**src/rtl/engine_host_bridge_if.sv**
```systemverilog
// Signal bundle between the engine channels (LEI Z3, PEE Python), the host mailbox and the bridge.
// The master modport is the bridge; the slave modport is everything around it.
interface engine_host_bridge_if;
  logic        z3_req;
  logic [31:0] z3_formula_addr;
  logic        z3_ack;
  logic [31:0] z3_result;
  logic        z3_sat;
  logic [31:0] z3_cert_hash;

  logic        python_req;
  logic [31:0] python_code_addr;
  logic        python_ack;
  logic [31:0] python_result;
  logic        python_error;

  logic        host_req_valid;
  logic        host_req_ready;
  logic        host_req_kind;
  logic [31:0] host_req_addr;
  logic        host_resp_valid;
  logic [31:0] host_resp_data;
  logic [31:0] host_resp_aux;
  logic        host_resp_flag;

  logic        bridge_busy;
  logic [15:0] timeout_count;
  logic [15:0] spurious_count;

  modport master (
    input  z3_req, z3_formula_addr, python_req, python_code_addr,
    input  host_req_ready, host_resp_valid, host_resp_data, host_resp_aux, host_resp_flag,
    output z3_ack, z3_result, z3_sat, z3_cert_hash,
    output python_ack, python_result, python_error,
    output host_req_valid, host_req_kind, host_req_addr,
    output bridge_busy, timeout_count, spurious_count
  );

  modport slave (
    output z3_req, z3_formula_addr, python_req, python_code_addr,
    output host_req_ready, host_resp_valid, host_resp_data, host_resp_aux, host_resp_flag,
    input  z3_ack, z3_result, z3_sat, z3_cert_hash,
    input  python_ack, python_result, python_error,
    input  host_req_valid, host_req_kind, host_req_addr,
    input  bridge_busy, timeout_count, spurious_count
  );
endinterface

```
**src/rtl/engine_host_bridge.sv**
```systemverilog
// Shares one host mailbox between the Z3 and Python engine channels: round-robin on ties,
// per-transaction timeout with synthesized error responses, spurious response accounting.
//
//   state | meaning
//   IDLE  | sampling z3_req / python_req, no transaction open
//   ISSUE | host_req_valid held with latched kind/addr until host_req_ready
//   WAIT  | request accepted, counting cycles until host response or timeout
//   DONE  | response buffered; publish it with a one-cycle ack next edge
module engine_host_bridge #(
  parameter int TIMEOUT_CYCLES = 1024
) (
  input logic                  clk,
  input logic                  rst_n,
  engine_host_bridge_if.master bus
);

  typedef enum logic [1:0] {IDLE, ISSUE, WAIT, DONE} state_t;

  localparam logic        KIND_Z3 = 1'b0;
  localparam logic        KIND_PY = 1'b1;
  localparam logic [15:0] WAIT_LAST = 16'(TIMEOUT_CYCLES - 1);

  state_t      state, state_nxt;
  logic        kind_q, kind_nxt;
  logic [31:0] addr_q;
  logic [15:0] wait_cnt;
  logic        last_grant;

  logic        grant_go, xfer, resp_take, timeout_hit, ack_go, spurious;

  logic [31:0] buf_data, buf_aux;
  logic        buf_flag;

  logic        z3_ack_q, z3_sat_q, py_ack_q, py_err_q;
  logic [31:0] z3_res_q, z3_cert_q, py_res_q;
  logic [15:0] to_cnt, sp_cnt;

  always_ff @(posedge clk or negedge rst_n) begin
    if (!rst_n) state <= IDLE;
    else        state <= state_nxt;
  end

  always_comb begin
    state_nxt   = state;
    kind_nxt    = kind_q;
    grant_go    = 1'b0;
    xfer        = 1'b0;
    resp_take   = 1'b0;
    timeout_hit = 1'b0;
    ack_go      = 1'b0;
    spurious    = 1'b0;
    unique case (state)
      IDLE: begin
        spurious = bus.host_resp_valid;
        if (bus.z3_req && bus.python_req) begin
          grant_go = 1'b1;
          kind_nxt = ~last_grant;
        end else if (bus.z3_req) begin
          grant_go = 1'b1;
          kind_nxt = KIND_Z3;
        end else if (bus.python_req) begin
          grant_go = 1'b1;
          kind_nxt = KIND_PY;
        end
        if (grant_go) state_nxt = ISSUE;
      end
      ISSUE: begin
        spurious = bus.host_resp_valid;
        if (bus.host_req_ready) begin
          xfer      = 1'b1;
          state_nxt = WAIT;
        end
      end
      WAIT: begin
        // A response landing on the last allowed cycle still counts as a real completion.
        if (bus.host_resp_valid) begin
          resp_take = 1'b1;
          state_nxt = DONE;
        end else if (wait_cnt == WAIT_LAST) begin
          timeout_hit = 1'b1;
          state_nxt   = DONE;
        end
      end
      DONE: begin
        spurious  = bus.host_resp_valid;
        ack_go    = 1'b1;
        state_nxt = IDLE;
      end
      default: state_nxt = IDLE;
    endcase
  end

  always_ff @(posedge clk or negedge rst_n) begin
    if (!rst_n) begin
      kind_q     <= KIND_Z3;
      addr_q     <= '0;
      wait_cnt   <= '0;
      last_grant <= KIND_PY;
      buf_data   <= '0;
      buf_aux    <= '0;
      buf_flag   <= 1'b0;
      z3_ack_q   <= 1'b0;
      z3_res_q   <= '0;
      z3_sat_q   <= 1'b0;
      z3_cert_q  <= '0;
      py_ack_q   <= 1'b0;
      py_res_q   <= '0;
      py_err_q   <= 1'b0;
      to_cnt     <= '0;
      sp_cnt     <= '0;
    end else begin
      z3_ack_q <= 1'b0;
      py_ack_q <= 1'b0;

      if (grant_go) begin
        kind_q <= kind_nxt;
        addr_q <= (kind_nxt == KIND_PY) ? bus.python_code_addr : bus.z3_formula_addr;
      end

      if (xfer)               wait_cnt <= '0;
      else if (state == WAIT) wait_cnt <= wait_cnt + 16'd1;

      if (resp_take) begin
        buf_data <= bus.host_resp_data;
        buf_aux  <= bus.host_resp_aux;
        buf_flag <= bus.host_resp_flag;
      end else if (timeout_hit) begin
        buf_data <= (kind_q == KIND_PY) ? 32'h0 : 32'hFFFF_FFFF;
        buf_aux  <= 32'h0;
        buf_flag <= (kind_q == KIND_PY);
        if (to_cnt != 16'hFFFF) to_cnt <= to_cnt + 16'd1;
      end

      if (spurious && sp_cnt != 16'hFFFF) sp_cnt <= sp_cnt + 16'd1;

      // Results are published together with the ack so the other channel never moves.
      if (ack_go) begin
        last_grant <= kind_q;
        if (kind_q == KIND_Z3) begin
          z3_ack_q  <= 1'b1;
          z3_res_q  <= buf_data;
          z3_cert_q <= buf_aux;
          z3_sat_q  <= buf_flag;
        end else begin
          py_ack_q <= 1'b1;
          py_res_q <= buf_data;
          py_err_q <= buf_flag;
        end
      end
    end
  end

  assign bus.host_req_valid = (state == ISSUE);
  assign bus.host_req_kind  = kind_q;
  assign bus.host_req_addr  = addr_q;
  assign bus.bridge_busy    = (state != IDLE);
  assign bus.z3_ack         = z3_ack_q;
  assign bus.z3_result      = z3_res_q;
  assign bus.z3_sat         = z3_sat_q;
  assign bus.z3_cert_hash   = z3_cert_q;
  assign bus.python_ack     = py_ack_q;
  assign bus.python_result  = py_res_q;
  assign bus.python_error   = py_err_q;
  assign bus.timeout_count  = to_cnt;
  assign bus.spurious_count = sp_cnt;

endmodule

```
**src/flat_wrapper.sv**
```systemverilog
// flat-port wrapper written by rule: the top's interface ports become plain ports
module engine_host_bridge_flat 
#(
  parameter int TIMEOUT_CYCLES = 1024
)
  (clk, rst_n, bus_z3_req, bus_z3_formula_addr, bus_python_req, bus_python_code_addr, bus_host_req_ready, bus_host_resp_valid, bus_host_resp_data, bus_host_resp_aux, bus_host_resp_flag, bus_z3_ack, bus_z3_result, bus_z3_sat, bus_z3_cert_hash, bus_python_ack, bus_python_result, bus_python_error, bus_host_req_valid, bus_host_req_kind, bus_host_req_addr, bus_bridge_busy, bus_timeout_count, bus_spurious_count);
  engine_host_bridge_if bus_i ();
  input logic clk;
  input logic rst_n;
  input wire logic [$bits(bus_i.z3_req)-1:0] bus_z3_req;
  input wire logic [$bits(bus_i.z3_formula_addr)-1:0] bus_z3_formula_addr;
  input wire logic [$bits(bus_i.python_req)-1:0] bus_python_req;
  input wire logic [$bits(bus_i.python_code_addr)-1:0] bus_python_code_addr;
  input wire logic [$bits(bus_i.host_req_ready)-1:0] bus_host_req_ready;
  input wire logic [$bits(bus_i.host_resp_valid)-1:0] bus_host_resp_valid;
  input wire logic [$bits(bus_i.host_resp_data)-1:0] bus_host_resp_data;
  input wire logic [$bits(bus_i.host_resp_aux)-1:0] bus_host_resp_aux;
  input wire logic [$bits(bus_i.host_resp_flag)-1:0] bus_host_resp_flag;
  output wire logic [$bits(bus_i.z3_ack)-1:0] bus_z3_ack;
  output wire logic [$bits(bus_i.z3_result)-1:0] bus_z3_result;
  output wire logic [$bits(bus_i.z3_sat)-1:0] bus_z3_sat;
  output wire logic [$bits(bus_i.z3_cert_hash)-1:0] bus_z3_cert_hash;
  output wire logic [$bits(bus_i.python_ack)-1:0] bus_python_ack;
  output wire logic [$bits(bus_i.python_result)-1:0] bus_python_result;
  output wire logic [$bits(bus_i.python_error)-1:0] bus_python_error;
  output wire logic [$bits(bus_i.host_req_valid)-1:0] bus_host_req_valid;
  output wire logic [$bits(bus_i.host_req_kind)-1:0] bus_host_req_kind;
  output wire logic [$bits(bus_i.host_req_addr)-1:0] bus_host_req_addr;
  output wire logic [$bits(bus_i.bridge_busy)-1:0] bus_bridge_busy;
  output wire logic [$bits(bus_i.timeout_count)-1:0] bus_timeout_count;
  output wire logic [$bits(bus_i.spurious_count)-1:0] bus_spurious_count;
  assign bus_i.z3_req = bus_z3_req;
  assign bus_i.z3_formula_addr = bus_z3_formula_addr;
  assign bus_i.python_req = bus_python_req;
  assign bus_i.python_code_addr = bus_python_code_addr;
  assign bus_i.host_req_ready = bus_host_req_ready;
  assign bus_i.host_resp_valid = bus_host_resp_valid;
  assign bus_i.host_resp_data = bus_host_resp_data;
  assign bus_i.host_resp_aux = bus_host_resp_aux;
  assign bus_i.host_resp_flag = bus_host_resp_flag;
  assign bus_z3_ack = bus_i.z3_ack;
  assign bus_z3_result = bus_i.z3_result;
  assign bus_z3_sat = bus_i.z3_sat;
  assign bus_z3_cert_hash = bus_i.z3_cert_hash;
  assign bus_python_ack = bus_i.python_ack;
  assign bus_python_result = bus_i.python_result;
  assign bus_python_error = bus_i.python_error;
  assign bus_host_req_valid = bus_i.host_req_valid;
  assign bus_host_req_kind = bus_i.host_req_kind;
  assign bus_host_req_addr = bus_i.host_req_addr;
  assign bus_bridge_busy = bus_i.bridge_busy;
  assign bus_timeout_count = bus_i.timeout_count;
  assign bus_spurious_count = bus_i.spurious_count;
  engine_host_bridge #(.TIMEOUT_CYCLES(TIMEOUT_CYCLES)) u_core (.clk(clk), .rst_n(rst_n), .bus(bus_i));
endmodule
```
**config.mk**
```make
export PLATFORM = sky130hd
export DESIGN_NAME = engine_host_bridge_flat
export DESIGN_NICKNAME = d
export VERILOG_FILES = /design/src/rtl/engine_host_bridge_if.sv /design/src/rtl/engine_host_bridge.sv /design/src/flat_wrapper.sv
export SDC_FILE = /design/constraint.sdc
export NUM_CORES = 1
export LEC_CHECK = 0
export ABC_AREA = 1
export ABC_CLOCK_PERIOD_IN_PS = 2700
export BUFFER_PORTS_ARGS = -buffer_cell sky130_fd_sc_hd__buf_2
export CORE_UTILIZATION = 57
export DETAILED_ROUTE_END_ITERATION = 16
export MAX_ROUTING_LAYER = met4
export PLACE_DENSITY = 0.92
export SYNTH_ARGS = -nofsm -noshare
export SYNTH_HDL_FRONTEND = slang
export SYNTH_SLANG_ARGS = --single-unit
```
**constraint.sdc**
```tcl
create_clock -name clk -period 2.7 [get_ports clk]
set_clock_uncertainty 0.1 [all_clocks]
set_input_delay 0.405 -clock clk [delete_from_list [all_inputs] [get_ports clk]]
set_output_delay 0.405 -clock clk [all_outputs]
set_load 0.02 [all_outputs]
```
* Yosys cells after proc, flatten, opt, wreduce, memory -nomap -nowiden *
Cells that the tools add are included.

word-level totals
  register bits after elaboration = 249
  input bits = 135
  output and inout bits = 167
  word-level logic and storage cells = 80

operators by class
  add/sub/neg operators = 3
  equality and inequality tests = 9
  multiplexer cells = 37
  bitwise gates (word level) = 3
  reduce and logical (&&, ||, !) cells = 11

operators by type and width
  operator                                                           count
  32-bit 2-to-1 mux                                                  6
  16-bit by 1-bit adder with 16-bit output, second input constant    3
  16-bit 2-to-1 mux                                                  2
  16-bit != test, second input constant                              2
  1-bit 2-to-1 mux                                                   24
  16-bit by 10-bit == test with 1-bit output, second input constant  1
  2-bit 2-to-1 mux                                                   4
  2-bit case mux with 4 select lines                                 1
  3-bit AND reduction                                                2
  2-bit nonzero test                                                 3
  2-bit == test, second input constant                               2
  2-bit AND reduction                                                2
  3-bit by 2-bit != test with 1-bit output, second input constant    1
  1-bit NOT                                                          3
  3-bit OR reduction                                                 1
  2-bit by 1-bit == test with 1-bit output, second input constant    1
  1-bit logical AND                                                  2
  2-bit zero test                                                    1
  2-bit by 1-bit != test with 1-bit output, second input constant    1
  2-bit != test, second input constant                               1

* Logic depth before layout (Yosys ltp) *
Gate-level depths: netlist of the first run.

  word-level depth = 6
  mapped depth = 10

* Least setup slack after synthesis of the first run *
OpenSTA, ideal clock, no wires.

  path kind = flip-flop to flip-flop
  start point = register u_core.sp_cnt[0] (netlist: u_core.bus.spurious_count[0])
  end point = register u_core.sp_cnt[14] (netlist: u_core.bus.spurious_count[14])
  data arrival time = 1.533 ns
  data required time = 2.483 ns
  path slack = 0.951 ns
  cell stages (with the launch flop) = 10
  buffers on the path = 1
  cells stage by stage = dfrtp_1 -> ha_1 -> nand3_2 -> nor2_2 -> nand2_1 -> nand2_1 -> nand2_2 -> buf_6 -> nand2_1 -> nand2_1

on the way
  cells in the longest elaborated chain, start to end = 2

ends and longest elaborated chain
  element                                                                           line                       RTL
  start, declared                                                                   engine_host_bridge.sv:36   logic [15:0] to_cnt, sp_cnt;
  start signal, assigned                                                            engine_host_bridge.sv:134  if (spurious && sp_cnt != 16'hFFFF) sp_cnt <= sp_cnt + 16'd1;
  branches (longest 2 deep; another with 16-bit by 1-bit adder with 16-bit output)  --

Parallel ways; which one is timed is not known.
A chain may end at the register's enable or synchronous reset.

* Worst setup path after layout of the first run *
  start point = register u_core.state[0]
  end point = register u_core.buf_aux[9]

on the way
  cells in the longest elaborated chain, start to end = 3

ends and longest elaborated chain
  element                                                         line                       RTL
  start, declared                                                 engine_host_bridge.sv:23   state_t state, state_nxt;
  start signal, assigned                                          engine_host_bridge.sv:40   else state <= state_nxt;
  2-bit == test (*)                                               engine_host_bridge.sv:52   unique case (state)
  1-bit 2-to-1 mux                                                engine_host_bridge.sv:52
  32-bit 2-to-1 mux / 2-bit nonzero test (equally long branches)  --
  end signal, assigned                                            engine_host_bridge.sv:125  buf_aux <= bus.host_resp_aux;
  end, declared                                                   engine_host_bridge.sv:31   logic [31:0] buf_data, buf_aux;

Mark *: on every way between the ends. The rest lies on a longest branch, timed or not.

==> flow_summary.yaml, run 1 <==
sta:
  fin_crit_ps: 2360
  tightest_slew_ps: 555
  setup_viol: 0
  finalHoldWorstSlack_ps: 23.2
  post-route-period-util: 0.874
  drv_slew: 0
  maxSlewHeadroom: 0.630
  hold_viol_final: 0
  final.setup.tns_ps: 0
  fmax_mhz: 424
  rsz0062_at_grt: "no"
synthesis:
  netlist_area_um2: 11100
  async_flop_share: 1.00
  netlist_top_cells_count: "nand2_1 (405), dfrtp_1 (248), o21ai_0 (165)"
  synth_xor_area_frac: 0.0126
  synth_top_family_by_area: "simple AND/OR/NAND/NOR gates"
  synth-simple-area-share: 0.207
  synthCells: 1306
  syn_nets: 1449
  yosysWarnings: 0
  syn_avg_cell_area_um2: 8.49
  ys_seq_area_frac: 0.562
  synthAdderAreaFrac: 0.00903
  synth_most_common_cell: "nand2_1"
  yosys-top-cells-area: "dfrtp_1 (56%), nand2_1 (14%), o21ai_0 (7.4%)"
  synth-edff-count: 0
  yosys.area.top_type: "dfrtp_1"
  ys_ff_latch: 249
  netlist.area_leader.share: 0.560
  synth_ff_type: "dfrtp_1"
  synth_cell_type_count: 33
  synthMuxAreaShare: 0
  synth_compound_area_frac: 0.133
global_route:
  first_global_vias: 9423
  grt_max_degree: 131
  track_usage: 0.297
  antenna_found_initial: 3
  grt.overflow.total: 0
  grt_pass1_wl_um: 46200
critical_path:
  r2r_slack_ps: 340
  cp-end-kind: "flip-flop"
  cp-start-kind: "flip-flop"
  crit_type: "reg2reg"
  crit_arrival_ps: 2590
  crit_path_max_fanout: 98
  cp_data_required_time_ps: 2940
place:
  io_buffers: 301
  dp_hpwl_um: 19100
  place.gp.congestion: 0.966
cts:
  clk_latency_ps: 510
  cts_buffers: 25
  cts_tree: "done"
  clk_pin_slew_ps: 70
  cts_sinks: 249
  clk_path_buf_depth: 3
  cts.htree.levels: 1
  clock-root-buffer: "clkbuf_16"
route:
  first_pass_iters: 7
  viasPerCell: 5.37
  via_count: 10100
  drc: 0
  routedWlPerCell_um: 15.5
  drt_first_iter_violations: 705
  routed_wl_um: 29000
  ant_nets: 0
pwr:
  p_leak_nw: 7.06
  p_per_area_nw_per_um2: 1180
  peakVddDrop_mv: 0.945
  power_mw: 16.3
min_path:
  hold_path.class: "in2reg"
final_layout:
  syn_to_final_growth_pct: 24.4
  final_nets: 1734
  drive_above_1_share: 0.243
  postLayoutCoreUtil: 0.730
run:
  maxCapViolCount: 0
floorplan:
  die_area_um2: 20000
  coreArea_um2: 18900
  rows: 50
  start_util: 0.587
  die_h_um: 141
  io_pins: 302
  die_w_um: 141
run_status:
  outcome: "finished clean"
## power breakdown
group	leakage, nW	switching, mW	internal, mW
clock network	0.438	1.41	2.26
registers	3.12	0.809	5.28
logic	3.51	4.48	2.09
## stage by stage
stage,worst slack (ps),std cells,area [µm²]
finish,341,1871,13800
global placement,590,1816,12800
floorplan,951,1306,11100
detailed placement,458,1816,12800
CTS,436,1868,13800
global route,195,1871,13800
## final cells by class
cell class                 instances  area (µm²)
sequential                       249        6230
fill                            1353        5100
multi-input combinational        856        4020
timing repair buffer             324        1820
clock buffer                      35         733
inverter                         135         508
tap                              260         325
clock inverter                     9         145
antenna                            3        7.51
## layout by cell type, fill, tap and decap left out, types with 9 or more instances in the layout
cell type,Yosys,final
o211ai_1,32,32
clkbuf_16,0,25
o21ai_2,16,16
buf_12,0,9
nor2_1,92,92
dfrtp_1,248,248
nand2_1,405,403
xnor2_1,9,9
a21oi_1,9,9
o21ai_0,165,165
nand3_1,45,45
a31oi_1,33,33
nor3_1,11,11
inv_1,133,131
buf_2,21,300
## timing repair
item,CTS,global route
endpoints found under the hold margin,71,0
setup buffers,0,0
gates resized for setup,0,0
hold buffers,8,0
## final timing paths
path,from,endpoint,cells past startpoint
worst max register to register,u_core.state[0],u_core.buf_aux[9],8
max in group asynchronous,rst_n,u_core.buf_data[21],3
worst min-delay path,bus_host_resp_aux[29],u_core.buf_aux[29],3
min in group asynchronous,rst_n,u_core.bus.timeout_count[5],2
worst min register to register,u_core.last_grant,u_core.last_grant,2
worst max-delay path,u_core.state[0],u_core.buf_aux[9],8
## registers in the layout, summed over array words and instances, names as in the netlist
signal and count:
u_core.last_grant 1, u_core.bus.z3_ack 1, u_core.bus.python_error 1, u_core.wait_cnt 16, u_core.bus.z3_sat 1, u_core.buf_aux 32
u_core.bus.z3_cert_hash 32, u_core.buf_flag 1, u_core.bus.python_result 32, u_core.bus.timeout_count 16, u_core.bus.host_req_kind 1, u_core.bus.host_req_addr 32
u_core.bus.z3_result 32, u_core.buf_data 32, u_core.bus.spurious_count 16, u_core.bus.python_ack 1, u_core.state 2
## kinds of logic after synthesis
group	Yosys count
and+or+nand+nor	573
DFF	249
adders and majority gates	8
AOI/OAI and AO/OA	259
buffers and inverters	201
xor gates and xnor gates	16
## layer usage
metal	global-route usage	vias to the layer above	wire, µm
met5	-	-	0
met4	0.118	0	1230
met3	0.0398	95	1920
met2	0.497	475	14300
met1	0.367	4736	11500
li1	-	4749	-
## worst max-delay path, stage by stage (launching register included)
cell and delay, ps:
dfrtp_1 410, inv_1 120, ha_1 310, inv_1 120, nor2_1 210, nand3_2 170
nand2_4 100, buf_12 320, o21ai_0 260
No activity file was read; power rests on OpenSTA's default activity.
==> run 2, diff against run 1 <==
--- a/config.mk
+++ b/config.mk
@@ -6,12 +6,13 @@
 export NUM_CORES = 1
 export LEC_CHECK = 0
 export ABC_AREA = 1
-export ABC_CLOCK_PERIOD_IN_PS = 2700
+export ABC_CLOCK_PERIOD_IN_PS = 2100
 export BUFFER_PORTS_ARGS = -buffer_cell sky130_fd_sc_hd__buf_2
-export CORE_UTILIZATION = 57
+export CORE_UTILIZATION = 48
 export DETAILED_ROUTE_END_ITERATION = 16
 export MAX_ROUTING_LAYER = met4
-export PLACE_DENSITY = 0.92
+export PLACE_DENSITY = 0.83
+export RECOVER_POWER = 25
 export SYNTH_ARGS = -nofsm -noshare
 export SYNTH_HDL_FRONTEND = slang
 export SYNTH_SLANG_ARGS = --single-unit
==> constraint.sdc (replaced) <==
create_clock -name clk -period 2.1 [get_ports clk]
set_clock_uncertainty 0.1 [all_clocks]
set_input_delay 0.315 -clock clk [delete_from_list [all_inputs] [get_ports clk]]
set_output_delay 0.315 -clock clk [all_outputs]
set_load 0.02 [all_outputs]
==> flow_summary.yaml, run 2 (synthesis gave the netlist of run 1 again) <==
sta:
  hold_viol_final: 0
  fmax_mhz: 501
  tightest_slew_ps: 972
  fin_crit_ps: 1990
  post-route-period-util: 0.950
  drv_slew: 0
  maxSlewHeadroom: 0.352
  setup_viol: 0
critical_path:
  r2r_slack_ps: 110
  r2r_cells: 9
  cp-start-kind: "flip-flop"
  crit_arrival_ps: 2330
  crit_type: "reg2reg"
  r2r_end: "u_core.bus.spurious_count[11]"
  r2r-start: "u_core.state[0]"
  cp-end-kind: "flip-flop"
  crit_path_max_fanout: 16
  cp_data_required_time_ps: 2440
global_route:
  grt_max_degree: 97
  grt_pass1_wl_um: 52500
  antenna_found_initial: 2
  grt.overflow.total: 0
  track_usage: 0.283
  first_global_vias: 10800
place:
  place_area_um2: 13000
  io_buffers: 301
  dp_hpwl_um: 19900
  place.gp.congestion: 0.910
run:
  maxCapViolCount: 0
min_path:
  hp-start: "bus_host_resp_data[28]"
  min_to: "u_core.buf_data[28]"
  holdPathStages: 5
  hold_path.class: "in2reg"
final_layout:
  layout_commonest_cell: "nand2_1"
  nFillCells: 1746
  final_nets: 1847
  syn_to_final_growth_pct: 34.5
  seq_area_um2: 6230
  layout_common_cells: "nand2_1 (403), buf_2 (300), dfrtp_1 (248), o21ai_0 (165), inv_1 (131)"
  drive_above_1_share: 0.235
  multi_input_area_um2: 4020
  final_cell_area_um2: 14900
route:
  routed_wl_um: 32500
  ant_nets: 0
  viasPerCell: 5.31
  drc: 0
  drt_first_iter_violations: 855
  via_count: 10700
  first_pass_iters: 6
  routedWlPerCell_um: 16.1
cts:
  cts_buffers: 27
  cts_tree: "done"
  clk_pin_slew_ps: 60
  clk_latency_ps: 520
  cts_sinks: 249
  clock-root-buffer: "clkbuf_16"
  clk_path_buf_depth: 3
  cts.htree.levels: 1
pwr:
  power_mw: 21.4
  p_leak_nw: 7.52
  p_per_area_nw_per_um2: 1430
  peakVddDrop_mv: 1.67
floorplan:
  die_w_um: 154
  io_pins: 302
  coreArea_um2: 22600
  die_area_um2: 23700
  start_util: 0.490
  rows: 55
  die_h_um: 154
run_status:
  outcome: "finished clean"
run 2: cell types whose count changed in the layout (fill, tap and decap cells not counted), sizes merged:
| cell | before | now |
|---|---|---|
| diode | 3 | 2 |
| clkinv | 7 | 9 |
| clkbuf | 35 | 43 |
| buf | 316 | 322 |
| dlygate4sd3 | 8 | 106 |
| clkinvlp | 0 | 4 |
| bufinv | 4 | 2 |
run 2: worst max-delay path, cell delays in order (launching register included):
cell and delay (ps):
dfrtp_1 400, inv_1 100, ha_2 230, buf_4 180, nor2_1 250, o21ai_0 210, nand2_2 120, buf_12 140
nand2_1 80, o21ai_1 110
run 2: repair_timing:
action | CTS | global route
hold buffers | 106 | 0
setup endpoints to repair | 0 | 80
resized for setup | 0 | 3
endpoints found under the hold margin | 131 | 0
setup buffers | 0 | 1
run 2: metal layers:
metal	global-route usage	up-vias	part of all wire
met4	0.153	0	0.052
met3	0.0499	134	0.069
met1	0.338	5073	0.40
met5	-	-	0
li1	-	4976	-
met2	0.456	504	0.48
run 2: cell type report:
class | count | share of cell area
Multi-Input combinational cell | 856 | 0.270
Tap cell | 285 | 0.0239
Clock buffer | 36 | 0.0509
Timing Repair Buffer | 435 | 0.195
Sequential cell | 249 | 0.418
Inverter | 135 | 0.0341
Antenna cell | 2 | 0.000336
Clock inverter | 13 | 0.00839
run 2: per-stage QoR:
stage                     TNS, ps  std cells  hold WS (ps)  setup WS (ps)  utilization
final                           0       2011          16.4            105        0.659
after global routing        -16.9       2011          28.1          -16.9        0.659
after CTS                       0       2008          1.50           59.7        0.660
after detailed placement        0       1853           212           77.3        0.574
after global placement          0       1853           204            216        0.574
after floorplan                 0       1306         -80.6            351            -
run 2: where the power goes:
| part | internal [mW] | switching (mW) |
|---|---|---|
| registers | 6.79 | 1.05 |
| clock network | 2.78 | 1.92 |
| logic | 2.94 | 5.88 |
| total | 12.5 | 8.85 |
run 2: worst max path at each step:
stage,from,endpoint,slack [ps],cells after the start
2_1_floorplan,u_core.bus.spurious_count[0],u_core.bus.spurious_count[14],350,9
3_3_place_gp,u_core.state[0],u_core.buf_data[14],220,8
3_5_place_dp,u_core.state[0],u_core.buf_aux[7],80,8
4_1_cts,u_core.state[0],u_core.buf_aux[4],60,8
5_1_grt,u_core.state[0],u_core.bus.spurious_count[11],-20,9
6_report,u_core.state[0],u_core.bus.spurious_count[11],110,9
